## src/rtl/spi_frame_loader.sv

```systemverilog
// SPI-to-frame-buffer loader: synchronises SPI byte strobes, decodes commands,
// fills the image buffer sequentially and hands it to the edge engine.
module spi_frame_loader #(
   parameter int IMG_W  = 64,
   parameter int IMG_H  = 48,
   parameter int ADDR_W = $clog2(IMG_W*IMG_H)
) (
   input  logic              clk,
   input  logic              nRst,
   input  logic [7:0]        rxData,
   input  logic              rxValid,
   input  logic              csActive,
   input  logic              engineBusy,
   output logic              memWe,
   output logic [ADDR_W-1:0] memAddr,
   output logic [7:0]        memData,
   output logic              engineStart,
   output logic              frameReady,
   output logic              loading,
   output logic              errSticky
);

   localparam int NPIX = IMG_W*IMG_H;
   localparam logic [ADDR_W-1:0] LAST = ADDR_W'(NPIX-1);

   localparam logic [7:0] CMD_LOAD  = 8'hA5;
   localparam logic [7:0] CMD_START = 8'h5A;
   localparam logic [7:0] CMD_CLR   = 8'hC3;

   typedef enum logic [1:0] {
      S_IDLE,
      S_LOAD,
      S_READY,
      S_RUN
   } state_t;

   state_t            r_state;
   logic [ADDR_W-1:0] r_cnt;
   logic              r_busySeen;
   logic              r_rxv_s1;
   logic              r_rxv_s2;
   logic              r_rxv_s3;
   logic              r_cs_s1;
   logic              r_cs_s2;
   logic              r_cs_s3;

   logic              w_strobe;
   logic              w_csFall;
   logic              w_isLoad;
   logic              w_isStart;
   logic              w_isClr;

   always_ff @(posedge clk or negedge nRst) begin
      if (!nRst) begin
         r_rxv_s1 <= 1'b0;
         r_rxv_s2 <= 1'b0;
         r_rxv_s3 <= 1'b0;
         r_cs_s1  <= 1'b0;
         r_cs_s2  <= 1'b0;
         r_cs_s3  <= 1'b0;
      end else begin
         r_rxv_s1 <= rxValid;
         r_rxv_s2 <= r_rxv_s1;
         r_rxv_s3 <= r_rxv_s2;
         r_cs_s1  <= csActive;
         r_cs_s2  <= r_cs_s1;
         r_cs_s3  <= r_cs_s2;
      end
   end

   // rxData is held stable by the receiver while rxValid is high
   assign w_strobe  = r_rxv_s2 & ~r_rxv_s3;
   assign w_csFall  = r_cs_s3 & ~r_cs_s2;
   assign w_isLoad  = w_strobe && (rxData == CMD_LOAD);
   assign w_isStart = w_strobe && (rxData == CMD_START);
   assign w_isClr   = w_strobe && (rxData == CMD_CLR);

   always_ff @(posedge clk or negedge nRst) begin
      if (!nRst) begin
         r_state     <= S_IDLE;
         r_cnt       <= '0;
         r_busySeen  <= 1'b0;
         memWe       <= 1'b0;
         memAddr     <= '0;
         memData     <= '0;
         engineStart <= 1'b0;
         frameReady  <= 1'b0;
         loading     <= 1'b0;
         errSticky   <= 1'b0;
      end else begin
         memWe       <= 1'b0;
         engineStart <= 1'b0;
         unique case (r_state)
            S_IDLE: begin
               if (w_isLoad) begin
                  r_state <= S_LOAD;
                  r_cnt   <= '0;
                  loading <= 1'b1;
               end else if (w_isStart) begin
                  errSticky <= 1'b1;
               end else if (w_isClr) begin
                  errSticky <= 1'b0;
               end
            end
            S_LOAD: begin
               if (w_csFall) begin
                  r_state   <= S_IDLE;
                  r_cnt     <= '0;
                  loading   <= 1'b0;
                  errSticky <= 1'b1;
               end else if (memWe && memAddr == LAST) begin
                  r_state    <= S_READY;
                  loading    <= 1'b0;
                  frameReady <= 1'b1;
               end else if (w_strobe) begin
                  memWe   <= 1'b1;
                  memAddr <= r_cnt;
                  memData <= rxData;
                  if (r_cnt != LAST) begin
                     r_cnt <= r_cnt + 1'b1;
                  end
               end
            end
            S_READY: begin
               if (w_isStart) begin
                  r_state     <= S_RUN;
                  engineStart <= 1'b1;
                  frameReady  <= 1'b0;
                  r_busySeen  <= 1'b0;
               end else if (w_isLoad) begin
                  r_state    <= S_LOAD;
                  r_cnt      <= '0;
                  frameReady <= 1'b0;
                  loading    <= 1'b1;
               end else if (w_isClr) begin
                  errSticky <= 1'b0;
               end
            end
            S_RUN: begin
               // leave only after a full busy high-then-low cycle
               if (engineBusy) begin
                  r_busySeen <= 1'b1;
               end else if (r_busySeen) begin
                  r_state    <= S_IDLE;
                  r_busySeen <= 1'b0;
               end
               if (w_isLoad || w_isStart) begin
                  errSticky <= 1'b1;
               end else if (w_isClr) begin
                  errSticky <= 1'b0;
               end
            end
            default: r_state <= S_IDLE;
         endcase
      end
   end

endmodule

```

## config.mk

```make
export PLATFORM = sky130hd
export DESIGN_NAME = spi_frame_loader
export DESIGN_NICKNAME = d
export VERILOG_FILES = /design/src/rtl/spi_frame_loader.sv
export SDC_FILE = /design/constraint.sdc
export NUM_CORES = 1
export LEC_CHECK = 0
export ABC_CLOCK_PERIOD_IN_PS = 3550
export CAP_MARGIN = 20
export CORE_ASPECT_RATIO = 1.1
export CORE_UTILIZATION = 36
export DETAILED_ROUTE_END_ITERATION = 8
export DONT_BUFFER_PORTS = 1
export PLACE_DENSITY = 0.48
export SLEW_MARGIN = 10
export SYNTH_ARGS = -nofsm -noshare
export SYNTH_HDL_FRONTEND = slang
export SYNTH_SLANG_ARGS = --single-unit
```

## constraint.sdc

```tcl
create_clock -name clk -period 3.55 [get_ports clk]
set_clock_uncertainty 0.1 [all_clocks]
set_input_delay 0.355 -clock clk [delete_from_list [all_inputs] [get_ports clk]]
set_output_delay 0.355 -clock clk [all_outputs]
set_load 0.02 [all_outputs]
```

==> results.yml, run 1 <==
outcome:
  status: "finished clean"
synth:
  syn-num-nets: 227
  synth_cell_type_count: 46
  ys_seq_area_share_pct: 47.9
  syn_avg_cell_area_sq_um: 11.6
  synth_top_family_by_area: "simple AND/OR/NAND/NOR gates"
  ys_seq_elements: 46
  synth_ff_type: "dfrtp_1"
  synthSimpleGateAreaFrac_pct: 16.7
  synth_warnings: 0
  syn_inst: 207
  synthAdderAreaFrac_pct: 3.64
  synth_area_sq_um: 2400
  synth_compound_area_share_pct: 15.0
  synth-async-reset-ratio_pct: 100
  synth_xor_area_share_pct: 0
  synth_edf_count: 0
  synth_mux_area_share_pct: 12.8
pwr:
  powerDensity_nw_per_um2: 568
  peakVddDrop_uv: 322
  p_total_uw: 1480
  p_leak_uw: 0.00109
finish:
  layout.cells.non_filler: 292
  drive_above_1_share_pct: 19.3
  nNetsFinal: 231
  design_area_sq_um: 2600
  antenna_cells: 0
  syn_to_final_growth_pct: 8.12
placed_design:
  dp_hpwl_microns: 3710
  port_buffers: 0
  gp_congestion: 0.904
  dpl_cell_area_sq_um: 2450
  dpl.cell_count: 280
flow_run:
  cap_viol_max_count: 0
routing:
  via_per_inst: 5.73
  drc_errors: 0
  vias: 1674
  antenna_left: 0
  wl_per_cell_microns: 17.8
  first_pass_iters: 4
  finalWirelength_microns: 5200
  drtIter0Drc: 120
worst_setup_path:
  path_max_fanout: 21
  end_kind: "flip-flop"
  start_kind: "flip-flop"
  arrival_ps: 2760
  required_ps: 3640
  crit_path_start: "r_state[1]$_DFFE_PN0P_"
  reg2reg_from: "r_state[1]$_DFFE_PN0P_"
  criticalPathCategory: "reg2reg"
floorplanning:
  num_rows: 30
  die_x_microns: 79.9
  dieArea_sq_um: 7010
  initial_core_util_pct: 38.1
  die_h_microns: 87.7
  core_sq_um: 6310
  ios: 38
cts:
  ctsResizeCount: 0
  root_buffer: "clkbuf_8"
  cts_inserted_buffers: 5
  post_cts_buffers: 0
  clockBufferDepth: 2
  cts_hold_buf: 4
  cts_tree: "done"
  cts_num_sinks: 46
  cts.clk_slew.worst_paths_ps: 100
  clock_latency_ps: 300
  ctsHtreeMaxLevel: 2
global_routing:
  grt_pass1_vias: 1691
  grt_overflow: 0
  track_usage_pct: 16.2
  grt_pass1_wl_microns: 8620
  grt_max_degree: 47
  antenna_found_initial: 0
timing:
  min_period_over_period_pct: 75.2
  max_slew_margin_pct: 37.6
  setup_viol: 0
  finalCriticalPeriod_ps: 2670
  finalSetupTns_ps: 0
  report.final.slew_viol_count: 0
  worst-slew-pin-transition_ps: 930
  rsz0062_at_grt: "no"
  max_freq_mhz: 375
  finalHoldViolCount: 0
min_path:
  min_from: "rxData[3]"
  hold_class: "in2reg"
-- layout by cell type, fill, tap and decap left out, types with 2 or more instances in the layout --
cell,synthesis,final
o2bb2ai_1,2,2
nand2_1,10,10
o21ai_0,12,12
and4bb_2,3,3
nand3_1,6,6
nor2_1,10,10
a21oi_1,4,4
and3_1,4,4
and2_1,3,3
o21a_1,2,2
nor4_1,3,3
mux2_4,19,19
nand4_1,8,8
o21ai_1,2,2
dfrtp_1,46,46
ha_1,7,7
o31ai_1,14,14
and4_1,4,4
nand2b_1,2,2
buf_4,0,2
nor2b_1,3,3
inv_1,8,8
or4_1,2,2
dlygate4sd3_1,0,3
clkbuf_8,0,5
nor3_1,3,3
a31oi_1,2,2
a41o_1,2,2
-- where the power goes --
group | total, uW | internal [uW] | switching, uW
clock | 324 | 139 | 185
combinational | 314 | 172 | 142
sequential | 838 | 631 | 206
total | 1480 | 941 | 534
-- state kept, by name (all words and copies together), names as in the netlist, 2 cells and up --
register  flops
memData       8
r_cnt        12
memAddr      12
r_state       2
-- synthesized netlist by cell type, types with 2 or more instances --
master | n | area [sq um]
a21oi_1 | 4 | 20.0
and3_1 | 4 | 25.0
nor3_1 | 3 | 15.0
and4bb_2 | 3 | 37.5
inv_1 | 8 | 30.0
buf_8 | 2 | 30.0
nand3_1 | 6 | 30.0
or4_1 | 2 | 15.0
o21a_1 | 2 | 15.0
nand4_1 | 8 | 50.1
nand2b_1 | 2 | 12.5
nor2b_1 | 3 | 18.8
a31oi_1 | 2 | 12.5
o21ai_0 | 12 | 60.1
dfrtp_1 | 46 | 1150
o2bb2ai_1 | 2 | 17.5
a41o_1 | 2 | 20.0
mux2_4 | 19 | 285
nor2_1 | 10 | 37.5
nor4_1 | 3 | 18.8
buf_2 | 3 | 15.0
o31ai_1 | 14 | 105
clkbuf_1 | 3 | 11.3
nand2_1 | 10 | 37.5
ha_1 | 7 | 87.6
o21ai_1 | 2 | 10.0
and2_1 | 3 | 18.8
and4_1 | 4 | 35.0
-- metrics by stage --
step,util [%],hold WS [ps],setup slack (ps)
3_5_place_dp,38.9,-39.2,886
6_report,41.2,87.5,881
5_1_grt,41.2,74.7,667
2_1_floorplan,-,-40.6,1530
4_1_cts,41.2,83.9,874
3_3_place_gp,38.9,-39.3,991
-- cell type report --
class	instances	area, sq um
fill	607	3710
multi-input combinational	144	1150
sequential	46	1150
tap	80	100
timing repair buffer	6	72.6
clock buffer	5	68.8
inverter	8	30.0
clock inverter	3	21.3
-- per-layer routing --
layer	wire, microns	vias to the layer above	part of all wire, %	global-route usage, %
li1	-	790	-	-
met5	0	-	0	0
met1	2450	834	47	21.0
met2	2360	43	45	25.6
met3	304	7	5.8	4.79
met4	79	0	1.5	6.01
-- final timing paths --
path	endpoint	slack, ps	depth (start not counted)
worst max-delay path	memData[7]$_DFFE_PN0P_	880	6
worst min-delay path	memData[3]$_DFFE_PN0P_	90	1
worst max register to register	memData[7]$_DFFE_PN0P_	880	6
worst min register to register	r_rxv_s2$_DFF_PN0_	250	0
max in group asynchronous	r_cs_s3$_DFF_PN0_	2680	2
min in group asynchronous	r_cnt[9]$_DFFE_PN0P_	450	2
-- kinds of logic (layout without fill, tap and decap cells) --
family | Yosys count | count (layout)
AOI/OAI and AO/OA | 50 | 50
and+or+nand+nor | 66 | 66
DFF | 46 | 46
muxes | 21 | 21
adders and majority gates | 7 | 7
buffers and inverters | 17 | 22
-- worst max-delay path, stage by stage, from the launching register on --
cell     delay [ps]
dfrtp_1         450
inv_1           130
ha_1            270
o21a_1          460
nand2_4         110
nor2_4          630
mux2_2          400
Note: power is estimated with default switching activity, not from simulation.
==> run 2: changes to the inputs <==
Settings changed: ABC_CLOCK_PERIOD_IN_PS 3550 to 2400, PLACE_DENSITY 0.48 to 0.5.
Clock period 3.55 ns to 2.4 ns, I/O delays scaled along.
==> run 2 against run 1 <==
Effect of this change: global-route usage grew 1.0 points; critical path depth decreased by 1; total power up 62%; sequential power is 41% higher; critical endpoint is now r_cnt[1]$_DFFE_PN0P_; flip-flop and latch count did not move; largest power group unchanged; critical path type unchanged.
==> results.yml, run 2 (synthesized netlist as in run 1, its figures left out) <==
outcome:
  status: "finished clean"
routing:
  vias: 1828
  via_per_inst: 5.71
  finalWirelength_microns: 5670
  wl_per_cell_microns: 17.7
  first_pass_iters: 4
  antenna_left: 0
  drtIter0Drc: 147
  drc_errors: 0
pwr:
  peakVddDrop_uv: 363
  powerDensity_nw_per_um2: 839
  p_leak_uw: 0.00124
worst_setup_path:
  reg2reg_from: "memAddr[2]$_DFFE_PN0P_"
  crit_path_start: "memAddr[2]$_DFFE_PN0P_"
  r2r_cells: 5
  max_stage_delay_ps: 740
  arrival_ps: 2370
  crit_slowest_cell: "or4_1"
  required_ps: 2510
  r2r_end: "r_cnt[1]$_DFFE_PN0P_"
  end_kind: "flip-flop"
  start_kind: "flip-flop"
  criticalPathCategory: "reg2reg"
  r2r_slack_ps: 140
  cp_cell_sequence: "nand4_1 -> or4_1 -> a31oi_2 -> o21ai_0 -> o31ai_1"
  path_max_fanout: 9
flow_run:
  cap_viol_max_count: 0
cts:
  ctsResizeCount: 0
  ctsHtreeMaxLevel: 2
  root_buffer: "clkbuf_8"
  cts.clk_slew.worst_paths_ps: 100
  clock_latency_ps: 310
  clockBufferDepth: 2
  cts_num_sinks: 46
  cts_tree: "done"
  cts_inserted_buffers: 5
floorplanning:
  ios: 38
  num_rows: 30
  die_x_microns: 79.9
  die_h_microns: 87.7
  core_sq_um: 6310
  dieArea_sq_um: 7010
  initial_core_util_pct: 38.1
global_routing:
  grt_pass1_vias: 1845
  grt_max_degree: 47
  track_usage_pct: 17.2
  grt_overflow: 0
  antenna_found_initial: 0
  grt_pass1_wl_microns: 9140
finish:
  design_area_sq_um: 2850
  layout.cells.non_filler: 320
  drive_above_1_share_pct: 25.0
  final_cell_mix: "46 x dfrtp_1, 21 x buf_4, 19 x mux2_4"
  antenna_cells: 0
  fin_util_pct: 45.3
  largestRegisters: "memAddr (12), r_cnt (12), memData (8)"
  nNetsFinal: 259
  final_common_cell: "dfrtp_1"
  syn_to_final_growth_pct: 18.7
min_path:
  hold_end: "r_busySeen$_DFFE_PN0P_"
  hold_class: "in2reg"
  hold_path_depth: 2
  min_from: "engineBusy"
placed_design:
  dpl_cell_area_sq_um: 2590
  gp_congestion: 0.814
  port_buffers: 0
  dpl.cell_count: 299
  dp_hpwl_microns: 4070
timing:
  max_slew_margin_pct: 47.8
  setup_viol: 0
  max_freq_mhz: 442
  finalSetupTns_ps: 0
  hold_ws_ps: 69.7
  rsz0062_at_grt: "no"
  report.final.slew_viol_count: 0
  worst-slew-pin-transition_ps: 781
  finalCriticalPeriod_ps: 2260
  min_period_over_period_pct: 94.3
  finalHoldViolCount: 0
[run 2: final cells by class]
cell class / instances / area (sq um)
Tap cell: 80 / 100
Multi-Input combinational cell: 144 / 1150
Timing Repair Buffer: 34 / 305
Clock buffer: 5 / 68.8
Sequential cell: 46 / 1150
Fill cell: 607 / 3450
Inverter: 8 / 30.0
Clock inverter: 3 / 43.8
[run 2: per-layer routing]
layer	global-route usage (%)	up-vias	wire length (microns)
met1	21.3	923	2410
met2	29.4	54	2840
met4	5.19	0	91
met3	4.69	10	319
li1	-	841	-
met5	0	-	0
[run 2: per-stage QoR]
stage	worst slack [ps]	power, uW
2_1_floorplan	376	1580
3_3_place_gp	221	1750
3_5_place_dp	153	1770
4_1_cts	135	2410
5_1_grt	4.89	2530
6_report	138	2390
[run 2: worst max-delay path by stage]
stage	end	slack, ps
after floorplan	memAddr[0]$_DFFE_PN0P_	380
after detailed placement	memData[7]$_DFFE_PN0P_	150
final	r_cnt[1]$_DFFE_PN0P_	140
after global placement	memData[7]$_DFFE_PN0P_	220
after CTS	memData[7]$_DFFE_PN0P_	140
after global routing	r_cnt[1]$_DFFE_PN0P_	5
[run 2: timing repair]
action                                 in CTS  in global routing
buffers inserted                            0                  0
endpoints found under the hold margin      57                  0
hold buffers                               13                  0
[run 2: worst max-delay path, delay by kind of cell, from the launching register on]
family / cells / cell delay, ps
flip-flops: 1 / 370
AO/OA/AOI/OAI: 3 / 830
AND/OR/NAND/NOR: 2 / 870
[run 2: power breakdown]
part	switching (uW)	internal, uW	leakage, uW
registers	242	934	0.000594
logic	297	323	0.000590
clock network	286	313	0.0000585
total	824	1570	0.00124
==> run 3: changes to the inputs <==
Settings changed: CORE_UTILIZATION 36 to 30, PLACE_DENSITY 0.5 to 0.43.
==> run 3 against run 2 <==
Effect of this change: worst hold slack got worse by 57 ps; fmax rose by 1.0%; first-iteration DRC count fell by 52%; register-to-register slack improved by 20 ps; flip-flop and latch count did not move; combinational power rose by 4.7%; critical path type unchanged.
==> results.yml, run 3 (synthesized netlist as in run 1, its figures left out) <==
placed_design:
  dp_hpwl_microns: 4020
  gp_congestion: 0.747
  dpl_cell_area_sq_um: 2660
  port_buffers: 0
floorplanning:
  ios: 38
  num_rows: 33
  initial_core_util_pct: 31.6
  core_sq_um: 7600
  die_x_microns: 87.3
  dieArea_sq_um: 8370
  die_h_microns: 95.9
cts:
  cts.clk_slew.worst_paths_ps: 90
  cts_inserted_buffers: 5
  cts_tree: "done"
  clockBufferDepth: 2
  ctsHtreeMaxLevel: 2
  root_buffer: "clkbuf_8"
  clock_latency_ps: 300
  cts_num_sinks: 46
worst_setup_path:
  reg2reg_from: "memAddr[3]$_DFFE_PN0P_"
  path_max_fanout: 21
  criticalPathCategory: "reg2reg"
  arrival_ps: 2320
  end_kind: "flip-flop"
  start_kind: "flip-flop"
  required_ps: 2480
  r2r_cells: 5
  r2r_slack_ps: 160
  r2r_end: "memData[7]$_DFFE_PN0P_"
finish:
  final_common_cell: "dfrtp_1"
  antenna_cells: 0
  largestRegisters: "memAddr (12), r_cnt (12), memData (8)"
  nNetsFinal: 262
  drive_above_1_share_pct: 26.0
  design_area_sq_um: 2870
  final_cell_mix: "46 x dfrtp_1, 25 x buf_4, 19 x mux2_4"
  syn_to_final_growth_pct: 19.5
routing:
  first_pass_iters: 6
  finalWirelength_microns: 5610
  antenna_left: 0
  drtIter0Drc: 70
  wl_per_cell_microns: 16.2
  drc_errors: 0
  via_per_inst: 4.99
  vias: 1731
timing:
  min_period_over_period_pct: 93.3
  max_slew_margin_pct: 45.7
  finalCriticalPeriod_ps: 2240
  report.final.slew_viol_count: 0
  finalSetupTns_ps: 0
  finalHoldViolCount: 0
  max_freq_mhz: 447
  worst-slew-pin-transition_ps: 812
  setup_viol: 0
  rsz0062_at_grt: "no"
min_path:
  min_from: "engineBusy"
  hold_end: "r_busySeen$_DFFE_PN0P_"
  hold_path_depth: 2
  hold_class: "in2reg"
global_routing:
  grt_pass1_wl_microns: 9270
  antenna_found_initial: 0
  grt_max_degree: 47
  grt_overflow: 0
  grt_pass1_vias: 1762
  track_usage_pct: 14.6
pwr:
  p_sw_share_pct: 35.0
  peakVddDrop_uv: 359
  p_total_uw: 2270
  p_comb_share_pct: 28.6
  seq_power_share_pct: 51.2
  p_leak_uw: 0.00124
  p_int_uw: 1470
  powerDensity_nw_per_um2: 789
  power.share.clock_pct: 20.2
  p_switching_uw: 794
flow_run:
  cap_viol_max_count: 0
outcome:
  status: "finished clean"
## run 3: worst max-delay path: stages, from the launching register on
cell     delay (ps)
dfrtp_1         400
nand4_1         120
or4_1           350
nand2_4         110
nor2_4          630
mux2_2          410
## run 3: cell type report
class	instances	area (sq um)
multi-input combinational	144	1150
clock buffer	5	68.8
clock inverter	2	10.0
fill	785	4730
timing repair buffer	37	325
inverter	8	30.0
tap	105	131
sequential	46	1150
## run 3: power groups by stage
stage          Sequential, uW  Clock, uW  Combinational, uW
2_1_floorplan            1200          0                385
3_3_place_gp             1180          0                617
3_5_place_dp             1180          0                615
4_1_cts                  1170        489                658
5_1_grt                  1190        515                716
6_report                 1160        457                648
## run 3: worst max path at each step
stage,startpoint,end,slack (ps),depth (start not counted)
after floorplan,memAddr[3]$_DFFE_PN0P_,memAddr[0]$_DFFE_PN0P_,380,7
after global routing,memAddr[1]$_DFFE_PN0P_,memData[7]$_DFFE_PN0P_,10,5
after detailed placement,memAddr[2]$_DFFE_PN0P_,memData[7]$_DFFE_PN0P_,150,5
after global placement,memAddr[3]$_DFFE_PN0P_,memData[7]$_DFFE_PN0P_,180,5
final,memAddr[3]$_DFFE_PN0P_,memData[7]$_DFFE_PN0P_,160,5
after CTS,memAddr[3]$_DFFE_PN0P_,memData[7]$_DFFE_PN0P_,120,5
## run 3: stage by stage
step	util [%]	hold WS, ps	setup slack, ps	std cells
after floorplan	-	-156	376	207
after global placement	34.9	-153	177	328
after detailed placement	34.9	-153	151	328
after CTS	37.8	4.11	124	347
after global routing	37.8	29.5	11.9	347
final	37.8	12.5	160	347
## run 3: routing by layer
metal	track usage, %	vias up	part of all wire [%]
met2	23.4	32	46
met4	4.51	0	1.7
li1	-	852	-
met1	19.6	837	49
met3	3.26	10	3.6
met5	0	-	0
## run 3: what timing repair did
action,in CTS,in global routing
hold buffers,12,0
hold endpoints to repair,56,0
gates resized for setup,0,0
buffers inserted,0,0
setup endpoints to repair,0,0
